===== config.mk =====
export PLATFORM = sky130hd
export DESIGN_NAME = count_up_down_preload
export DESIGN_NICKNAME = d
export VERILOG_FILES = /design/src/rtl/count_updown_pkg.sv /design/src/rtl/count_up_down_preload_edge_sync.sv /design/src/rtl/count_up_down_preload.sv
export SDC_FILE = /design/constraint.sdc
export NUM_CORES = 1
export LEC_CHECK = 0
export ABC_CLOCK_PERIOD_IN_PS = 7500
export BUFFER_PORTS_ARGS = -buffer_cell sky130_fd_sc_hd__buf_2
export CAP_MARGIN = 20
export CORE_ASPECT_RATIO = 1.25
export CORE_UTILIZATION = 57
export CTS_CLUSTER_DIAMETER = 150
export DETAILED_ROUTE_END_ITERATION = 8
export GPL_TIMING_DRIVEN = 0
export HOLD_SLACK_MARGIN = 0.06
export PLACE_DENSITY = 0.92
export SLEW_MARGIN = 0
export SYNTH_ARGS = -nofsm -noshare
export SYNTH_HDL_FRONTEND = slang
export SYNTH_HIERARCHICAL = 1
export SYNTH_SLANG_ARGS = --single-unit

===== constraint.sdc =====
create_clock -name clk -period 7.5 [get_ports clk]
set_input_delay 0.375 -clock clk [delete_from_list [all_inputs] [get_ports clk]]
set_output_delay 0.375 -clock clk [all_outputs]
set_load 0.05 [all_outputs]

===== src/rtl/count_updown_pkg.sv =====
// Shared constants and helpers for the preloadable up/down event counter.
// The COUNT_SATURATE_EN option uses the limit constants defined here.
package count_updown_pkg;

    localparam int DEFAULT_WIDTH       = 16;
    localparam int DEFAULT_SYNC_STAGES = 2;
    localparam int MIN_SYNC_STAGES     = 2;

    // Wide enough for any counter width; the top level slices down to WIDTH.
    localparam int MAX_WIDTH = 64;
    localparam logic [MAX_WIDTH-1:0] LIMIT_ALL_ONES = '1;
    localparam logic [MAX_WIDTH-1:0] LIMIT_ZERO     = '0;

    typedef enum logic [1:0] {
        OP_HOLD   = 2'd0,
        OP_UP     = 2'd1,
        OP_DOWN   = 2'd2,
        OP_CANCEL = 2'd3
    } update_op_e;

    function automatic update_op_e decode_op(input logic up, input logic dn);
        update_op_e op;
        case ({up, dn})
            2'b10:   op = OP_UP;
            2'b01:   op = OP_DOWN;
            2'b11:   op = OP_CANCEL;
            default: op = OP_HOLD;
        endcase
        return op;
    endfunction

endpackage


===== src/rtl/count_up_down_preload_edge_sync.sv =====
// Synchronizer chain plus registered rising-edge detector for one asynchronous strobe.
// Keeps sampling regardless of reset, so a level held across reset never looks like an edge.
module edge_sync
    import count_updown_pkg::*;
#(
    parameter int SYNC_STAGES = DEFAULT_SYNC_STAGES
) (
    input  logic clk,
    input  logic async_in,
    output logic pulse_out
);

    localparam int STAGES = (SYNC_STAGES < MIN_SYNC_STAGES) ? MIN_SYNC_STAGES : SYNC_STAGES;

    logic [STAGES-1:0] sync_reg;
    logic [STAGES-1:0] sync_next;
    logic              hist_reg;
    logic              pulse_reg;
    logic              pulse_next;

    assign sync_next[0] = async_in;

    genvar gi;
    generate
        for (gi = 1; gi < STAGES; gi++) begin : g_chain
            assign sync_next[gi] = sync_reg[gi-1];
        end
    endgenerate

    assign pulse_next = sync_reg[STAGES-1] & ~hist_reg;

    // The pulse is registered so the count changes SYNC_STAGES+1 edges after first sample.
    always_ff @(posedge clk) begin
        sync_reg  <= sync_next;
        hist_reg  <= sync_reg[STAGES-1];
        pulse_reg <= pulse_next;
    end

    assign pulse_out = pulse_reg;

endmodule


===== src/rtl/count_up_down_preload.sv =====
// Preloadable up/down event counter with programmable unsigned step.
// Define COUNT_SATURATE_EN to clamp at all-ones / zero instead of wrapping.
module count_up_down_preload
    import count_updown_pkg::*;
#(
    parameter int WIDTH       = DEFAULT_WIDTH,
    parameter int SYNC_STAGES = DEFAULT_SYNC_STAGES
) (
    input  logic             clk,
    input  logic             reset,
    input  logic             clk_up,
    input  logic             clk_dn,
    input  logic [WIDTH-1:0] preload,
    input  logic [WIDTH-1:0] increment,
    output logic [WIDTH-1:0] count
);

    logic             up_pulse;
    logic             dn_pulse;
    logic             blocked_reg;
    logic [WIDTH-1:0] count_reg;
    logic [WIDTH-1:0] count_next;
    logic [WIDTH-1:0] add_result;
    logic [WIDTH-1:0] sub_result;
    update_op_e       op;

    edge_sync #(.SYNC_STAGES(SYNC_STAGES)) u_sync_up (
        .clk       (clk),
        .async_in  (clk_up),
        .pulse_out (up_pulse)
    );

    edge_sync #(.SYNC_STAGES(SYNC_STAGES)) u_sync_dn (
        .clk       (clk),
        .async_in  (clk_dn),
        .pulse_out (dn_pulse)
    );

`ifdef COUNT_SATURATE_EN
    logic [WIDTH:0] sum_ext;
    logic [WIDTH:0] diff_ext;

    // Carry out of the sum means overflow; borrow out of the difference means underflow.
    always_comb begin
        sum_ext    = {1'b0, count_reg} + {1'b0, increment};
        diff_ext   = {1'b0, count_reg} - {1'b0, increment};
        add_result = sum_ext[WIDTH]  ? LIMIT_ALL_ONES[WIDTH-1:0] : sum_ext[WIDTH-1:0];
        sub_result = diff_ext[WIDTH] ? LIMIT_ZERO[WIDTH-1:0]     : diff_ext[WIDTH-1:0];
    end
`else
    always_comb begin
        add_result = count_reg + increment;
        sub_result = count_reg - increment;
    end
`endif

    // blocked_reg masks pulses that were detected on a reset cycle.
    always_comb begin
        op         = decode_op(up_pulse & ~blocked_reg, dn_pulse & ~blocked_reg);
        count_next = count_reg;
        case (op)
            OP_UP:   count_next = add_result;
            OP_DOWN: count_next = sub_result;
            default: count_next = count_reg;
        endcase
    end

    always_ff @(posedge clk) begin
        if (reset) begin
            count_reg   <= preload;
            blocked_reg <= 1'b1;
        end else begin
            count_reg   <= count_next;
            blocked_reg <= 1'b0;
        end
    end

    assign count = count_reg;

endmodule


; Yosys cells after proc, flatten, opt, wreduce, memory -nomap -nowiden
; Index checks and enable logic that the tools add are counted.
[word_totals]
reg_bits = 25
word_cells = 27
[op_classes]
addsub = 2
n_eq_ne = 5
n_mux = 4
bitwise = 7
reduce_logical = 1
[op_table]
columns = operator, n
row1 = 16-bit one-hot mux with 2 select lines, 1
row2 = 16-bit adder, 1
row3 = 16-bit 2-to-1 mux, 1
row4 = 16-bit subtractor, 1
row5 = "2-bit equality test, second input constant", 3
row6 = 2-bit one-hot mux with 3 select lines, 1
row7 = 1-bit bitwise AND, 4
row8 = "2-bit by 1-bit equality test with 1-bit output, second input constant", 2
row9 = 1-bit inverter, 3
row10 = 3-bit nonzero test, 1
row11 = 1-bit 2-to-1 mux, 1

; Logic depth before layout (Yosys ltp)
; Gate-level depths: netlist (run 1).
[depth]
word_depth = 7
ltp_mapped = 12

; Hierarchy
; Netlist (run 1), hierarchy kept.
[modules_own_cells]
columns = module, n_inst, cells_each, area_per_inst_um2, seq_area_each_um2
row1 = count_up_down_preload, 1, 199, 1746.7, 500.5
row2 = edge_sync, 2, 5, 93.8, 80.1

; Worst setup path after synthesis (run 1)
; OpenSTA, ideal clock, no wires.
[synth_path]
path_type = input to register
start = in increment[4]
end = reg count_reg[15], in the netlist count[15], data pin
arrival_ns = 2.480
slack_ns = 4.760
stages = 10
n_path_buf = 0
cell_sequence = nor4_4 > nand2_1 > o41ai_1 > xor2_1 > ha_1 > or3_1 > o21ai_0 > o31ai_1 > xnor2_1 > mux2_2
[synth_between]
elab_chain_cells = 3
[synth_lines]
columns = item, line_no
row1 = start: declaration, count_up_down_preload.sv:14  ; input logic [WIDTH-1:0] increment,
row2 = 16-bit subtractor / 16-bit adder (equally long branches), "count_up_down_preload.sv:53, count_up_down_preload.sv:52"
row3 = 16-bit one-hot mux with 2 select lines *, count_up_down_preload.sv:61  ; case (op)
row4 = 16-bit 2-to-1 mux *, count_up_down_preload.sv:69  ; if (reset) begin
row5 = end signal: assignment, count_up_down_preload.sv:70  ; count_reg <= preload;
row6 = end signal: assignment, count_up_down_preload.sv:73  ; count_reg <= count_next;
row7 = end: declaration, count_up_down_preload.sv:21  ; logic [WIDTH-1:0] count_reg;
; Every way passes the cells marked *; elsewhere a longest branch is shown, timed or not.
; A chain may end at the register's enable or synchronous reset.

; Worst setup path in the final report (run 1)
[layout_path]
start = reg u_sync_up.pulse_reg, in the netlist u_sync_up/pulse_out
end = reg count_reg[12], in the netlist count[12], data pin
[layout_between]
elab_chain_cells = 6
[layout_lines]
columns = item, line_no
row1 = start: declaration, count_up_down_preload_edge_sync.sv:18  ; logic pulse_reg;
row2 = start signal: assignment, count_up_down_preload_edge_sync.sv:36  ; pulse_reg <= pulse_next;
row3 = 1-bit bitwise AND *, count_up_down_preload.sv:59  ; op = decode_op(up_pulse & ~blocked_reg, dn_pulse & ~blocked_reg);
row4 = 2-bit equality test / 2-bit by 1-bit equality test with 1-bit output (equally long branches), count_updown_pkg.sv:23  ; case ({up, dn})
row5 = 2-bit one-hot mux with 3 select lines *, count_updown_pkg.sv:23
row6 = 2-bit equality test / 2-bit by 1-bit equality test with 1-bit output (equally long branches), count_up_down_preload.sv:61
row7 = 16-bit one-hot mux with 2 select lines *, count_up_down_preload.sv:61
row8 = 16-bit 2-to-1 mux *, count_up_down_preload.sv:69
; Marked as above.

==> results of run 1 <==
==> stage by stage <==
step	std cells	util, %
6_report	301	70.96
5_1_grt	301	70.96
3_5_place_dp	297	69.49
2_1_floorplan	209	-
3_3_place_gp	297	69.37
4_1_cts	301	70.96
==> logic make-up (layout without fill, tap and decap cells) <==
family,Yosys count,after routing,synth area share (%)
AO/OA/AOI/OAI,69,69,22.38
AND/OR/NAND/NOR,56,56,15.72
XOR/XNOR,26,26,12.16
flip-flops,25,25,34.15
adder cells (fa/ha/maj),17,17,11.38
buffers and inverters,13,68,2.523
multiplexers,3,3,1.682
==> power by group <==
group          switching, mW  internal [mW]
sequential            0.0133          0.177
clock                 0.0454         0.0380
combinational          0.208          0.119
==> area by class of cell <==
| cell class | count | area share (%) |
|---|---|---|
| plain buffers | 5 | 0.8206 |
| clock buffers | 3 | 1.805 |
| clock inverters | 1 | 0.2735 |
| inverters | 8 | 1.313 |
| multi-input cells | 171 | 53.72 |
| flip-flops and latches | 25 | 28.88 |
| well taps | 37 | 2.024 |
| repair buffers | 51 | 11.16 |
==> routing by layer <==
layer | vias to the layer above | share of wire [%] | track usage, %
met1 | 815 | 43 | 32.11
met2 | 79 | 49 | 44.44
met3 | 9 | 6.7 | 2.703
met4 | 0 | 1.8 | 11.86
met5 | - | 0 | 0
li1 | 882 | - | -
==> Yosys cell counts (all sizes together), types with 2 or more instances <==
cell type | number | area, µm²
nand3 | 4 | 25.02
o21a | 4 | 30.03
o31ai | 4 | 30.03
nor3b | 2 | 15.01
a21o | 5 | 37.54
nor2b | 3 | 33.79
nand2 | 20 | 75.07
o21ai | 21 | 105.1
mux2 | 2 | 22.52
xor2 | 10 | 87.58
dfxtp | 9 | 180.2
nor2 | 14 | 52.55
o21bai | 2 | 15.01
o211ai | 2 | 15.01
o31a | 2 | 18.77
clkbuf | 5 | 18.77
nor3 | 3 | 15.01
nor4 | 4 | 46.29
edfxtp | 16 | 480.5
o41ai | 2 | 17.52
a21oi | 17 | 85.08
inv | 8 | 30.03
ha | 16 | 200.2
a211oi | 4 | 30.03
xnor2 | 16 | 147.7
==> worst min path at each step <==
stage	from	endpoint	slack, ns	depth (start not counted)
after CTS	clk_dn	u_sync_dn/sync_reg[0]$_DFF_P_	0.19	1
after detailed placement	u_sync_dn/sync_reg[0]$_DFF_P_	u_sync_dn/sync_reg[1]$_DFF_P_	0.31	0
after floorplan	u_sync_dn/sync_reg[0]$_DFF_P_	u_sync_dn/sync_reg[1]$_DFF_P_	0.31	0
after global placement	u_sync_dn/sync_reg[0]$_DFF_P_	u_sync_dn/sync_reg[1]$_DFF_P_	0.31	0
final	clk_dn	u_sync_dn/sync_reg[0]$_DFF_P_	0.20	1
after global routing	clk_dn	u_sync_dn/sync_reg[0]$_DFF_P_	0.20	1
==> impl_metrics.env, run 1 <==
export IMPL_layout_commonest_cell="buf_2"
export IMPL_cts_clk_slew_worst_paths_ns=0.09
export IMPL_insertion_delay_ns=0.27
export IMPL_multi_input_area_um2=1229
export IMPL_track_usage_pct=25.98
export IMPL_rr_endpoint="count[12]$_DFFE_PP_"
export IMPL_place_area_um2=2240
export IMPL_largest_reg_flops=16
export IMPL_tns_ns=0
export IMPL_drive_gt1_share_pct=25.00
export IMPL_yosys_warnings=6
export IMPL_grt_max_degree=17
export IMPL_cts_sink_count=25
export IMPL_fp_dieW_um=54.11
export IMPL_drt_wl_total_mm=4.393
export IMPL_finalNetCount=318
export IMPL_drc_errors=0
export IMPL_slowest_stage="a41oi_1"
export IMPL_h_tree_depth=1
export IMPL_setup_viol=0
export IMPL_ios=52
export IMPL_ys_flop_type="edfxtp_1"
export IMPL_status="finished clean"
export IMPL_dr_pass1_iters=4
export IMPL_tightest_slew_ns=0.8550
export IMPL_mostFrequentLayoutCells="buf_2, o21ai_0, nand2_1"
export IMPL_cts_hold_buffers=0
export IMPL_vias_per_cell=5.930
export IMPL_yosysSeqAreaShare_pct=34.15
export IMPL_ys_ff_latch=25
export IMPL_p_total_mw=0.6016
export IMPL_hp_class="in2reg"
export IMPL_rsz0062_at_grt="no"
export IMPL_fin_skew_ns=0.002865
export IMPL_drv_slew=0
export IMPL_crit_start="u_sync_up/pulse_out$_DFF_P_"
export IMPL_grt_pass1_wl_mm=6.831
export IMPL_leakage_nw=0.9876
export IMPL_critical_path_top_delay_family="compound AO/OA/AOI/OAI gates"
export IMPL_slowest_delay_ns=0.41
export IMPL_worstSetupPathType="reg2reg"
export IMPL_seqCellArea_um2=660.6
export IMPL_syn_inst=209
export IMPL_final_hold_viol_count=0
export IMPL_core_area_um2=3223
export IMPL_cp_depth=12
export IMPL_cts_buffer_depth=2
export IMPL_powerDensity_nw_per_um2=263.0
export IMPL_vdd_ir_drop_max_mv=0.1649
export IMPL_ys_types=45
export IMPL_ctsResizeCount=0
export IMPL_holdWs_ns=0.1951
export IMPL_min_period_ns=3.225
export IMPL_rows=23
export IMPL_gp_congestion=0.9086
export IMPL_cp_max_fo=8
export IMPL_fin_area_um2=2287
export IMPL_route_antenna_remaining_nets=0
export IMPL_crit_required_ns=7.52
export IMPL_cts_tree="yes"
export IMPL_finalCritPeriodShare_pct=43.00
export IMPL_grt_overflow_total=0
export IMPL_vias=1785
export IMPL_max_slew_margin_rel_pct=42.96
export IMPL_initial_core_util_pct=60.02
export IMPL_critPathArrivalTime_ns=3.24
export IMPL_ff2ff_setup_slack_ns=4.28
export IMPL_endpoint_kind="flip-flop"
export IMPL_cts_setup_buffers=0
export IMPL_dp_hpwl_mm=3.304
export IMPL_synth_area_um2=1934
export IMPL_dieArea_um2=3632
export IMPL_fillers=276
export IMPL_die_h_um=67.13
export IMPL_timing_rr_start="u_sync_up/pulse_out$_DFF_P_"
export IMPL_crit_chain="nor2_1 > and2_1 > clkbuf_1 > nor2_1 > xnor2_1 > ha_1 > a211oi_1 > o211ai_1 > a41oi_1 > o21ai_0 > xnor2_1 > o21ai_0"
export IMPL_critPathBufInv=1
export IMPL_cts_buffers_inserted=3
export IMPL_pre_cts_ws_ns=4.291
export IMPL_critPathLaunchType="flip-flop"
export IMPL_insertedDiodeCount=0
export IMPL_antenna_found_initial=0
export IMPL_cts_root_buf="clkbuf_8"
export IMPL_critical_path_endpoint="count[12]$_DFFE_PP_"
export IMPL_synth_area_per_cell_um2=9.255
export IMPL_area_delta_synth_final_pct=18.24
export IMPL_maxCapViolCount=0
export IMPL_port_buffers=51
export IMPL_async_reset_ff_share_pct=0
export IMPL_max_freq_mhz=310.1
export IMPL_grt_pass1_vias=1619
export IMPL_fin_ws_ns=4.275
export IMPL_synth_fp_nets=262
export IMPL_synth_edf_count=16
export IMPL_ff2ff_path_depth=12
export IMPL_wl_per_cell_um=14.59
export IMPL_initialDrtViolationCount=54
Power figures use the tool's default switching activity.
==> inputs of run 2 (changes only) <==
ABC_CLOCK_PERIOD_IN_PS = 3200   (was 7500)
CORE_UTILIZATION = 53   (was 57)
PLACE_DENSITY = 0.86   (was 0.92)
clock period = 3.2 ns   (was 7.5 ns; I/O delays follow)
==> run 2 against run 1 <==
  * Register-to-register slack got worse by 4.1 ns
  * Highest routed layer unchanged
  * Critical endpoint is now count[15]$_DFFE_PP_
  * Largest cell class unchanged
  * Clock power rose by 120%
  * Wire length rose by 3.1%
  * Largest power group unchanged
==> impl_metrics.env, run 2 (synthesized netlist as in run 1, its figures left out) <==
export IMPL_insertedDiodeCount=0
export IMPL_wl_per_cell_um=14.85
export IMPL_cts_setup_buffers=0
export IMPL_h_tree_depth=1
export IMPL_final_hold_viol_count=0
export IMPL_fin_skew_ns=0.002442
export IMPL_p_total_mw=1.405
export IMPL_antenna_found_initial=0
export IMPL_largest_reg_flops=16
export IMPL_route_antenna_remaining_nets=0
export IMPL_p_switching_mw=0.6171
export IMPL_max_freq_mhz=333.8
export IMPL_crit_required_ns=3.22
export IMPL_min_period_ns=2.996
export IMPL_mostFrequentLayoutCells="buf_2, o21ai_0, nand2_1"
export IMPL_status="finished clean"
export IMPL_dieArea_um2=3897
export IMPL_seqPwrFrac_pct=31.7
export IMPL_vdd_ir_drop_max_mv=0.4988
export IMPL_cp_max_fo=7
export IMPL_cts_buffer_depth=2
export IMPL_grt_overflow_total=0
export IMPL_grt_max_degree=17
export IMPL_rsz0062_at_grt="no"
export IMPL_ios=52
export IMPL_tns_ns=0
export IMPL_cts_root_buf="clkbuf_8"
export IMPL_power_share_clock_pct=13.3
export IMPL_vias_per_cell=5.830
export IMPL_layout_commonest_cell="buf_2"
export IMPL_insertion_delay_ns=0.26
export IMPL_area_delta_synth_final_pct=19.99
export IMPL_layoutNonFillerInstCount=305
export IMPL_initial_core_util_pct=55.53
export IMPL_initialDrtViolationCount=82
export IMPL_fillers=287
export IMPL_die_h_um=69.55
export IMPL_crit_chain="nor2_1 > nand2_1 > mux2i_1 > ha_1 > nor2b_1 > o31a_2 > a211oi_1 > o31ai_1 > xnor2_1 > mux2_2"
export IMPL_dp_hpwl_mm=3.513
export IMPL_fp_dieW_um=56.04
export IMPL_worstSetupPathType="reg2reg"
export IMPL_drv_slew=0
export IMPL_hp_start="preload[12]"
export IMPL_critPathLaunchType="flip-flop"
export IMPL_drt_wl_total_mm=4.528
export IMPL_tightest_slew_ns=0.8571
export IMPL_drive_gt1_share_pct=24.81
export IMPL_vias=1778
export IMPL_endpoint_kind="flip-flop"
export IMPL_cts_tree="yes"
export IMPL_cts_buffers_inserted=3
export IMPL_dp_cells=299
export IMPL_powerDensity_nw_per_um2=605.4
export IMPL_timing_rr_start="blocked_reg$_DFF_P_"
export IMPL_critPathArrivalTime_ns=3.02
export IMPL_leakage_nw=0.9961
export IMPL_grt_pass1_wl_mm=7.389
export IMPL_finalCritPeriodShare_pct=93.62
export IMPL_drc_errors=0
export IMPL_grt_pass1_vias=1713
export IMPL_rows=24
export IMPL_cts_sink_count=25
export IMPL_port_buffers=51
export IMPL_maxCapViolCount=0
export IMPL_cts_clk_slew_worst_paths_ns=0.09
export IMPL_track_usage_pct=23.78
export IMPL_gp_congestion=0.8884
export IMPL_p_comb_share_pct=55.0
export IMPL_core_area_um2=3483
export IMPL_crit_start="blocked_reg$_DFF_P_"
export IMPL_finalNetCount=320
export IMPL_fin_ws_ns=0.2042
export IMPL_max_slew_margin_rel_pct=42.82
export IMPL_dr_pass1_iters=4
export IMPL_switching_share_pct=43.92
export IMPL_slowest_stage="mux2i_1"
export IMPL_pre_cts_ws_ns=0.1341
export IMPL_p_int_mw=0.7880
export IMPL_hp_class="in2reg"
export IMPL_setup_viol=0
export IMPL_slowest_delay_ns=0.42
## run 2: final cells by class
| type | count | area (µm²) | area share (%) |
|---|---|---|---|
| well taps | 39 | 48.80 | 2.102 |
| inverters | 8 | 30.03 | 1.294 |
| repair buffers | 54 | 285.3 | 12.29 |
| flip-flops and latches | 25 | 660.6 | 28.46 |
| clock buffers | 4 | 45.04 | 1.941 |
| multi-input cells | 171 | 1236 | 53.26 |
| plain buffers | 4 | 15.01 | 0.6469 |
## run 2: worst paths after layout
path	cells past startpoint	slack (ns)	to
worst max-delay path	10	0.20	count[15]$_DFFE_PP_
worst min-delay path	3	0.17	count[12]$_DFFE_PP_
worst max register to register	10	0.20	count[15]$_DFFE_PP_
worst min register to register	0	0.33	u_sync_dn/sync_reg[1]$_DFF_P_
## run 2: layer usage
layer	wire length, µm	track usage (%)
met3	168	2.052
met4	39	7.588
met5	0	0
met2	2263	40.87
met1	2057	31.45
## run 2: per-stage QoR
stage	hold WS, ns	utilization [%]	area (µm²)
final	0.1683	66.63	2321
after global routing	0.1653	66.63	2321
after CTS	0.1660	66.52	2317
after detailed placement	0.2667	64.37	2242
after global placement	0.2623	64.26	2238
after floorplan	0.1877	-	1934
## run 2: power groups by stage
stage | combinational (mW) | clock [mW] | sequential, mW
floorplan | 0.429 | 0 | 0.612
global placement | 0.739 | 0 | 0.452
detailed placement | 0.754 | 0 | 0.453
CTS | 0.761 | 0.189 | 0.446
global route | 0.839 | 0.202 | 0.452
finish | 0.772 | 0.187 | 0.446
## run 2: critical path, delay by kind of cell (launching register included)
family                   cells  cell delay, ns
AO/OA/AOI/OAI                3            0.84
multiplexers                 2            0.68
AND/OR/NAND/NOR              3            0.43
flip-flops                   1            0.37
adder cells (fa/ha/maj)      1            0.30
XOR/XNOR                     1            0.14
## run 2: repair_timing
item,in CTS,in global routing
resized for setup,0,1
hold endpoints to repair,3,0
hold buffers,3,0
setup endpoints to repair,0,4
==> inputs of run 3 (changes only) <==
CORE_UTILIZATION = 55   (was 53)
CTS_BUF_LIST = sky130_fd_sc_hd__clkbuf_8   (was default)
GPL_ROUTABILITY_DRIVEN = 0   (was default)
PLACE_DENSITY = 0.89   (was 0.86)
REMOVE_ABC_BUFFERS = 1   (was default)
==> run 3 against run 2 <==
  * Fmax grew 3.5%
  * Core utilization grew 3.4 points
  * Global-route usage increased by 2.2 points
  * Sequential power rose by 0.9%
  * Power increased by 1.3%
  * Wire length down 3.2%
  * Critical path type unchanged
==> impl_metrics.env, run 3 (synthesized netlist as in run 1, its figures left out) <==
export IMPL_wl_per_cell_um=14.70
export IMPL_cts_setup_buffers=0
export IMPL_initialDrtViolationCount=38
export IMPL_area_delta_synth_final_pct=18.69
export IMPL_vias=1754
export IMPL_grt_max_degree=36
export IMPL_grt_pass1_vias=1624
export IMPL_dp_hpwl_mm=3.333
export IMPL_maxCapViolCount=0
export IMPL_route_antenna_remaining_nets=0
export IMPL_cts_clk_slew_worst_paths_ns=0.10
export IMPL_status="finished clean"
export IMPL_cts_sink_count=25
export IMPL_rsz0062_at_grt="no"
export IMPL_critPathLaunchType="flip-flop"
export IMPL_vias_per_cell=5.886
export IMPL_crit_chain="nor2_1 > and2_1 > nor2_1 > xnor2_1 > ha_1 > a211oi_1 > o211ai_1 > a41oi_2 > a32oi_1 > xnor2_1 > o21ai_0"
export IMPL_min_period_ns=2.896
export IMPL_grt_overflow_total=0
export IMPL_die_h_um=68.31
export IMPL_drv_slew=0
export IMPL_crit_required_ns=3.20
export IMPL_dieArea_um2=3760
export IMPL_core_area_um2=3281
export IMPL_worstSetupPathType="reg2reg"
export IMPL_initial_core_util_pct=58.96
export IMPL_cts_buffers_inserted=3
export IMPL_port_buffers=51
export IMPL_tightest_slew_ns=0.8787
export IMPL_powerDensity_nw_per_um2=620.1
export IMPL_cts_buffer_depth=2
export IMPL_insertedDiodeCount=0
export IMPL_leakage_nw=0.9904
export IMPL_critical_path_top_delay_family="compound AO/OA/AOI/OAI gates"
export IMPL_dr_pass1_iters=4
export IMPL_pre_cts_ws_ns=0.1463
export IMPL_grt_pass1_wl_mm=7.072
export IMPL_seqCellArea_um2=660.6
export IMPL_final_hold_viol_count=0
export IMPL_hp_class="in2reg"
export IMPL_multi_input_area_um2=1236
export IMPL_fin_skew_ns=0.01295
export IMPL_cts_tree="yes"
export IMPL_largest_reg_flops=16
export IMPL_h_tree_depth=1
export IMPL_tns_ns=0
export IMPL_fp_dieW_um=55.05
export IMPL_max_freq_mhz=345.3
export IMPL_fillers=282
export IMPL_fin_ws_ns=0.3042
export IMPL_antenna_found_initial=0
export IMPL_drt_wl_total_mm=4.381
export IMPL_rows=23
export IMPL_endpoint_kind="flip-flop"
export IMPL_slowest_stage="ha_1"
export IMPL_setup_viol=0
export IMPL_drc_errors=0
export IMPL_vdd_ir_drop_max_mv=0.3637
export IMPL_mostFrequentLayoutCells="buf_2, o21ai_0, nand2_1"
export IMPL_critPathArrivalTime_ns=2.90
export IMPL_drive_gt1_share_pct=25.67
export IMPL_track_usage_pct=26.00
export IMPL_critPathBufInv=0
export IMPL_ios=52
export IMPL_layout_commonest_cell="buf_2"
export IMPL_insertion_delay_ns=0.28
export IMPL_finalNetCount=315
export IMPL_finalCritPeriodShare_pct=90.49
export IMPL_max_slew_margin_rel_pct=41.38
export IMPL_cts_root_buf="clkbuf_8"
export IMPL_cp_max_fo=8
export IMPL_slowest_delay_ns=0.35
[run 3: cell count changes in the layout (fill, tap and decap cells not counted)]
| cell | delta |
|---|---|
| clkbuf_1 | -5 |
| dlygate4sd3_1 | -1 |
| inv_4 | +1 |
[run 3: stage by stage]
stage / hold slack, ns / cells / utilization [%] / power, mW / cell area [µm²]
after floorplan: 0.1877 / 204 / - / 1.037 / 1916
after global placement: 0.2619 / 292 / 67.58 / 1.188 / 2217
after detailed placement: 0.2644 / 292 / 67.70 / 1.210 / 2221
after CTS: 0.1535 / 298 / 69.76 / 1.416 / 2288
after global routing: 0.1631 / 298 / 69.98 / 1.517 / 2296
final: 0.1498 / 298 / 69.98 / 1.424 / 2296
[run 3: routing by layer]
metal	global-route usage, %	part of all wire [%]
met1	30.56	41
met2	46.54	52
met3	3.556	4.5
met4	9.375	1.9
met5	0	0
[run 3: final timing paths]
kind                                 startpoint                            end  slack (ns)  cells after the start
setup reg to reg    u_sync_up/pulse_out$_DFF_P_            count[14]$_DFFE_PP_        0.30                     11
hold reg to reg   u_sync_up/sync_reg[0]$_DFF_P_  u_sync_up/sync_reg[1]$_DFF_P_        0.33                      0
setup / recovery    u_sync_up/pulse_out$_DFF_P_            count[14]$_DFFE_PP_        0.30                     11
hold / removal                       preload[5]             count[5]$_DFFE_PP_        0.15                      2
[run 3: power breakdown]
part	switching, mW	internal (mW)	leakage (nW)
Clock	0.113	0.0892	0.0260
Combinational	0.490	0.281	0.728
Sequential	0.0336	0.416	0.237
Total	0.637	0.787	0.990
[run 3: layout make-up]
type | count | area share, %
multi-input combinational | 171 | 53.84
sequential | 25 | 28.77
timing repair buffer | 53 | 11.99
tap | 37 | 2.016
clock buffer | 3 | 1.798
inverter | 8 | 1.308
clock inverter | 1 | 0.2725
[run 3: repair_timing]
item	in CTS	in global routing
resized for setup	0	1
endpoints found under the hold margin	2	0
hold buffers	2	0
setup endpoints to repair	0	2
